===== src/rtl/watchdog_seq_pkg.sv =====
// Shared state encoding, watchdog register map and write-strobe codes.
package watchdog_seq_pkg;

    typedef enum logic [2:0] {
        ST_IDLE   = 3'd0,
        ST_DIS    = 3'd1,
        ST_WOPEN  = 3'd2,
        ST_WCLOSE = 3'd3,
        ST_EN     = 3'd4,
        ST_RUN    = 3'd5,
        ST_PAT    = 3'd6,
        ST_FAULT  = 3'd7
    } state_t;

    localparam logic [5:0] ADDR_ENABLE = 6'h0;
    localparam logic [5:0] ADDR_OPEN   = 6'h1;
    localparam logic [5:0] ADDR_CLOSE  = 6'h2;
    localparam logic [5:0] ADDR_PAT    = 6'h3;

    localparam logic [1:0] WR_32   = 2'b10;
    localparam logic [1:0] WR_NONE = 2'b11;

    // Busy covers the states that are part of a write sequence.
    function automatic logic is_busy(input state_t s);
        return !(s == ST_IDLE || s == ST_RUN || s == ST_FAULT);
    endfunction

endpackage


===== src/rtl/watchdog_hb_collector.sv =====
// Tracks which masked requesters have checked in since the last pat and
// how many cycles have elapsed in RUN since then.
module watchdog_hb_collector #(
    parameter int N_REQ = 4
) (
    input  logic             clk,
    input  logic             rst,
    input  logic             clear,
    input  logic             load,
    input  logic             run,
    input  logic [N_REQ-1:0] hb_req,
    input  logic [N_REQ-1:0] hb_mask,
    output logic [N_REQ-1:0] seen,
    output logic             all_seen,
    output logic [7:0]       gap
);

    logic [N_REQ-1:0] r_seen;
    logic [7:0]       r_gap;
    logic [N_REQ-1:0] w_hb;

    assign w_hb = hb_req & hb_mask;

    // Clear wins over load; a heartbeat arriving on the pat cycle seeds the next round.
    always_ff @(posedge clk or posedge rst) begin
        if (rst) begin
            r_seen <= '0;
            r_gap  <= '0;
        end else if (clear) begin
            r_seen <= '0;
            r_gap  <= '0;
        end else if (load) begin
            r_seen <= w_hb;
            r_gap  <= '0;
        end else if (run) begin
            r_seen <= r_seen | w_hb;
            if (r_gap != 8'hFF) begin
                r_gap <= r_gap + 8'd1;
            end
        end
    end

    // Same-cycle heartbeats count toward completeness; an empty mask never completes.
    always_comb begin
        all_seen = (hb_mask != '0) && (((r_seen | hb_req) & hb_mask) == hb_mask);
    end

    assign seen = r_seen;
    assign gap  = r_gap;

endmodule


===== src/rtl/watchdog_pat_sequencer.sv =====
// Programs a windowed watchdog (disable, open, close, enable) and then pats it
// once every masked requester has checked in and the minimum gap has elapsed.
//
// cfg_start is a single-cycle request with no ready: it is accepted only in
// IDLE, RUN or FAULT (taking priority over expiry and pat there) and dropped
// silently in any other state.
module watchdog_pat_sequencer
    import watchdog_seq_pkg::*;
#(
    parameter int         N_REQ   = 4,
    parameter logic [7:0] PAT_GAP = 8'd16
) (
    input  logic             clk,
    input  logic             rst,
    input  logic             cfg_start,
    input  logic [31:0]      cfg_open,
    input  logic [31:0]      cfg_close,
    input  logic [N_REQ-1:0] hb_req,
    input  logic [N_REQ-1:0] hb_mask,
    input  logic             wd_expired,
    output logic [5:0]       wd_address,
    output logic [31:0]      wd_data,
    output logic [1:0]       wd_write_n,
    output logic             busy,
    output logic             fault,
    output logic [N_REQ-1:0] missing,
    output logic [15:0]      pat_count,
    output state_t           dbg_state
);

    state_t           r_state;
    state_t           w_state_next;
    logic             w_accept;
    logic [31:0]      r_cfg_open;
    logic [31:0]      r_cfg_close;
    logic [15:0]      r_pat_count;
    logic [N_REQ-1:0] r_missing;
    logic [N_REQ-1:0] w_seen;
    logic             w_all_seen;
    logic [7:0]       w_gap;

    watchdog_hb_collector #(.N_REQ(N_REQ)) u_collector (
        .clk      (clk),
        .rst      (rst),
        .clear    (w_accept),
        .load     (r_state == ST_PAT),
        .run      (r_state == ST_RUN),
        .hb_req   (hb_req),
        .hb_mask  (hb_mask),
        .seen     (w_seen),
        .all_seen (w_all_seen),
        .gap      (w_gap)
    );

    // State register.
    always_ff @(posedge clk or posedge rst) begin
        if (rst) begin
            r_state <= ST_IDLE;
        end else begin
            r_state <= w_state_next;
        end
    end

    // Next state: configuration sequence steps unconditionally; RUN arbitrates
    // cfg_start > expiry > pat.
    always_comb begin
        w_state_next = r_state;
        w_accept     = 1'b0;
        case (r_state)
            ST_IDLE, ST_FAULT: begin
                if (cfg_start) begin
                    w_accept     = 1'b1;
                    w_state_next = ST_DIS;
                end
            end
            ST_DIS:    w_state_next = ST_WOPEN;
            ST_WOPEN:  w_state_next = ST_WCLOSE;
            ST_WCLOSE: w_state_next = ST_EN;
            ST_EN:     w_state_next = ST_RUN;
            ST_RUN: begin
                if (cfg_start) begin
                    w_accept     = 1'b1;
                    w_state_next = ST_DIS;
                end else if (wd_expired) begin
                    w_state_next = ST_FAULT;
                end else if (w_all_seen && (w_gap >= PAT_GAP)) begin
                    w_state_next = ST_PAT;
                end
            end
            ST_PAT: begin
                w_state_next = wd_expired ? ST_FAULT : ST_RUN;
            end
            default: w_state_next = ST_IDLE;
        endcase
    end

    // Watchdog write bus decoded from the registered state only.
    always_comb begin
        wd_write_n = WR_NONE;
        wd_address = ADDR_ENABLE;
        wd_data    = 32'd0;
        case (r_state)
            ST_DIS: begin
                wd_write_n = WR_32;
                wd_address = ADDR_ENABLE;
                wd_data    = 32'd0;
            end
            ST_WOPEN: begin
                wd_write_n = WR_32;
                wd_address = ADDR_OPEN;
                wd_data    = r_cfg_open;
            end
            ST_WCLOSE: begin
                wd_write_n = WR_32;
                wd_address = ADDR_CLOSE;
                wd_data    = r_cfg_close;
            end
            ST_EN: begin
                wd_write_n = WR_32;
                wd_address = ADDR_ENABLE;
                wd_data    = 32'd1;
            end
            ST_PAT: begin
                wd_write_n = WR_32;
                wd_address = ADDR_PAT;
                wd_data    = 32'd1;
            end
            default: ;
        endcase
    end

    // Window capture, pat counting and the fault snapshot of missing requesters.
    always_ff @(posedge clk or posedge rst) begin
        if (rst) begin
            r_cfg_open  <= '0;
            r_cfg_close <= '0;
            r_pat_count <= '0;
            r_missing   <= '0;
        end else begin
            if (w_accept) begin
                r_cfg_open  <= cfg_open;
                r_cfg_close <= cfg_close;
                r_pat_count <= '0;
            end else if (r_state == ST_PAT && r_pat_count != 16'hFFFF) begin
                r_pat_count <= r_pat_count + 16'd1;
            end
            if (r_state != ST_FAULT && w_state_next == ST_FAULT) begin
                r_missing <= hb_mask & ~w_seen;
            end
        end
    end

    assign busy      = is_busy(r_state);
    assign fault     = (r_state == ST_FAULT);
    assign missing   = r_missing;
    assign pat_count = r_pat_count;
    assign dbg_state = r_state;

endmodule

===== config.mk =====
export PLATFORM = sky130hd
export DESIGN_NAME = watchdog_pat_sequencer
export DESIGN_NICKNAME = d
export VERILOG_FILES = /design/src/rtl/watchdog_seq_pkg.sv /design/src/rtl/watchdog_hb_collector.sv /design/src/rtl/watchdog_pat_sequencer.sv
export SDC_FILE = /design/constraint.sdc
export NUM_CORES = 1
export LEC_CHECK = 0
export BUFFER_PORTS_ARGS = -buffer_cell sky130_fd_sc_hd__buf_4
export CORE_ASPECT_RATIO = 1.25
export CORE_MARGIN = 2
export CORE_UTILIZATION = 45
export DETAILED_ROUTE_END_ITERATION = 10
export PLACE_DENSITY_LB_ADDON = 0.08
export REMOVE_ABC_BUFFERS = 1
export SETUP_SLACK_MARGIN = 0.1
export SKIP_LAST_GASP = 1
export SYNTH_ARGS = -nofsm -noshare
export SYNTH_HDL_FRONTEND = slang
export SYNTH_HIERARCHICAL = 1
export SYNTH_SLANG_ARGS = --single-unit

===== constraint.sdc =====
create_clock -name clk -period 5.95 [get_ports clk]
set_input_delay 0.2975 -clock clk [delete_from_list [all_inputs] [get_ports clk]]
set_output_delay 0.2975 -clock clk [all_outputs]
set_load 0.05 [all_outputs]

==> summary.md <==
| Metric | Value |
|---|---|
| Share of layout cells above drive strength 1 | `27.1%` |
| Worst-margin pin slew | `750 ps` |
| Clock latency on the worst-skew pair | `340 ps` |
| CP most frequent cell | `buf_4` |
| Final setup fails | `0` |
| GRT overflow | `0` |
| Via count of the routed design | `4200` |
| First-pass GRT wire length | `19600 um` |
| Max Cap Viol | `0` |
| Most frequent cell after synthesis | `nand2_1` |
| Worst EP required | `6210 ps` |
| Vias in the first global route | `4110` |
| Synth warnings | `6` |
| IO Port Bufs | `135` |
| Max-slew violations | `0` |
| Crit-path leading delay family | `buffers and inverters` |
| #FFs+latches synth | `99` |
| Worst vdd ir | `0.215 mV` |
| Area grow syn2layout | `29.4%` |
| Design Power | `3080 uW` |
| DRC Markers | `0` |
| Crit path launch type | `flop` |
| Final HPWL DP | `7940 um` |
| Drt total wl | `11800 um` |
| DRT iter0 DRCs | `235` |
| Static Leak | `0.00315 uW` |
| Vias per cell | `5.32` |
| Nets@finish | `734` |
| Largest net degree at the start of global routing | `76` |
| Clk buf depth | `2` |
| DRT antenna net count | `0` |
| FF+latch area | `2480 sq um` |
| Worst-path fanout max | `75` |
| Seq/Total Area, Yosys | `52.2%` |
| Inst Count DP | `773` |
| Hold Fails Final Rpt | `0` |
| Synth top area share | `52.2%` |
| Finished Layout Cells | `790` |
| Period utilization | `54.4%` |
| Post-route cell area | `6140 sq um` |
| Worst-path clk slew | `70 ps` |
| Ranking of synthesized cells by area | `dfrtp_1 (52%), nand2_1 (17%), a22o_1 (6.1%), a21oi_1 (1.6%), nor2_1 (1.2%)` |
| Initial antenna violation count | `0` |
| Initial core utilization | `46.7%` |
| Final Critical Period | `3240 ps` |
| Outcome | `finished clean` |
| Yosys top cell by area | `dfrtp_1` |
| Crit-path max cell delay | `580 ps` |
| Core Area | `10200 sq um` |
| Worst clock skew | `7.22 ps` |
| Crit path capture type | `flop` |
| Max_slew headroom | `50.0%` |
| ANT cells | `0` |
| Clk sinks | `99` |
| H-tree levels | `3` |
| RSZ-0062 raised after global routing | `false` |
| Row count | `41` |
| Routability Congestion | `0.841` |
| DRT Pass-1 Iters | `5` |
| Syn_area_per_cell | `8.93 sq um` |
| CTS root buf | `clkbuf_16` |
| Worst setup margin | `2710 ps` |
| Setup Crit Path Kind | `flop to flop` |
| Core Util, Final | `60.4%` |
| CP Buf/Inv Count | `3` |
| DIE AREA | `11400 sq um` |
| CTS Buf Count | `9` |
| Total GRT Usage | `21.8%` |
| Critical Path AT | `3500 ps` |
| CP max-delay cell | `buf_4` |
| Post-synth top cells | `nand2_1 (212), dfrtp_1 (99), a22o_1 (33), a21oi_1 (15), nor2_1 (15)` |
| Mapped Area | `4740 sq um` |
| I/O pins | `141` |
| Min-delay worst type | `input pin to flop` |
| Multi-input logic area | `2090 sq um` |
| Die W | `95.8 um` |
| Cells after Synth | `531` |
| Critical Path, Cell by Cell | `and2_1, o21ai_4, buf_4, inv_2, buf_4, or2_4, or4_1, o21ai_0` |
| Unique masters post-synth | `52` |
| Filler Cells Inserted | `901` |
| Chip height | `119 um` |
| Dominant synthesized flop cell | `dfrtp_1` |
| Fmax | `309 MHz` |
| Pre-CTS setup slack | `2670 ps` |
| CTS tree | `built` |
| Post-CTS setup buffers | `0` |
| Routed len/inst | `14.9 um` |
| Power Density | `502 nW/um^2` |
| Asr flop ratio synth | `100%` |
| Count of flip-flops with a built-in enable after synthesis | `0` |
| Dpl cell area | `5830 sq um` |
## final timing paths
| kind | cells after the start | from | slack, ps | endpoint |
|---|---|---|---|---|
| min reg2reg | 2 | r_cfg_close[18]$_DFFE_PP0P_ | 480 | r_cfg_close[18]$_DFFE_PP0P_ |
| max | 8 | dbg_state[2]$_DFF_PP0_ | 2710 | u_collector/gap[4]$_DFFE_PP0P_ |
| max in group asynchronous | 4 | rst | 4250 | pat_count[1]$_DFFE_PP0P_ |
| min in group asynchronous | 3 | rst | 550 | u_collector/gap[7]$_DFFE_PP0P_ |
| max reg2reg | 8 | dbg_state[2]$_DFF_PP0_ | 2710 | u_collector/gap[4]$_DFFE_PP0P_ |
| min | 3 | cfg_open[1] | 140 | r_cfg_open[1]$_DFFE_PP0P_ |
## where the power goes
| part | internal [uW] | switching [uW] |
|---|---|---|
| clock | 326 | 253 |
| sequential | 928 | 162 |
| combinational | 457 | 956 |
## placed cells by master, fill, tap and decap left out, types with 6 or more instances in the layout
cell type	synthesis	routed
o31ai_1	6	6
o21ai_0	8	8
buf_4	7	140
a22o_1	33	33
nor3_1	6	6
or4_1	7	7
nand3_1	6	6
inv_1	10	8
dfrtp_1	99	99
nor2_1	15	13
a21oi_1	15	15
clkbuf_16	0	9
nand4_1	6	6
nand2_1	212	212
## cells by family (layout without fill, tap and decap cells)
kind of cell	Yosys count	in the layout	synth area share, %
compound gates	87	87	13.7
fa+ha+maj	2	2	0.527
buf+inv	43	170	4.22
flops	99	99	52.2
mux	9	9	2.00
other cells	2	5	0.158
simple gates	289	289	27.2
## per-layer routing
metal,track usage (%),vias up,part of all wire (%)
met1,28.6,2007,42
li1,-,2059,-
met2,35.1,122,50
met4,6.79,0,1.6
met5,0,-,0
met3,5.74,12,6.4
## state kept, by name (all words and copies together), names as in the netlist
name and count:
missing 4, pat_count 16, dbg_state 3, r_cfg_close 32
u_collector/gap 8, r_cfg_open 32, u_collector/seen 4
## layout make-up
cell class / instances / area share, %
Clock buffer: 10 / 3.73
Clock inverter: 6 / 1.08
Inverter: 13 / 0.815
Multi-Input combinational cell: 392 / 34.1
Sequential cell: 99 / 40.4
Tap cell: 129 / 2.63
Timing Repair Buffer: 141 / 17.3
## what timing repair did
item | in CTS | in global routing
hold endpoints to repair | 12 | 0
hold buffers | 1 | 0
resized for setup | 0 | 0
## stage by stage
step           setup TNS, ps  hold WS, ps
3_3_place_gp               0          353
6_report                   0          143
5_1_grt                    0          140
4_1_cts                    0          133
3_5_place_dp               0          353
2_1_floorplan          -1990          162
## tightest hold or removal path: cells and delay by family
kind                   cells  cell delay [ps]
and+or+nand+nor            2               80
buffers and inverters      1               70
(Power assumes the default switching activity.)
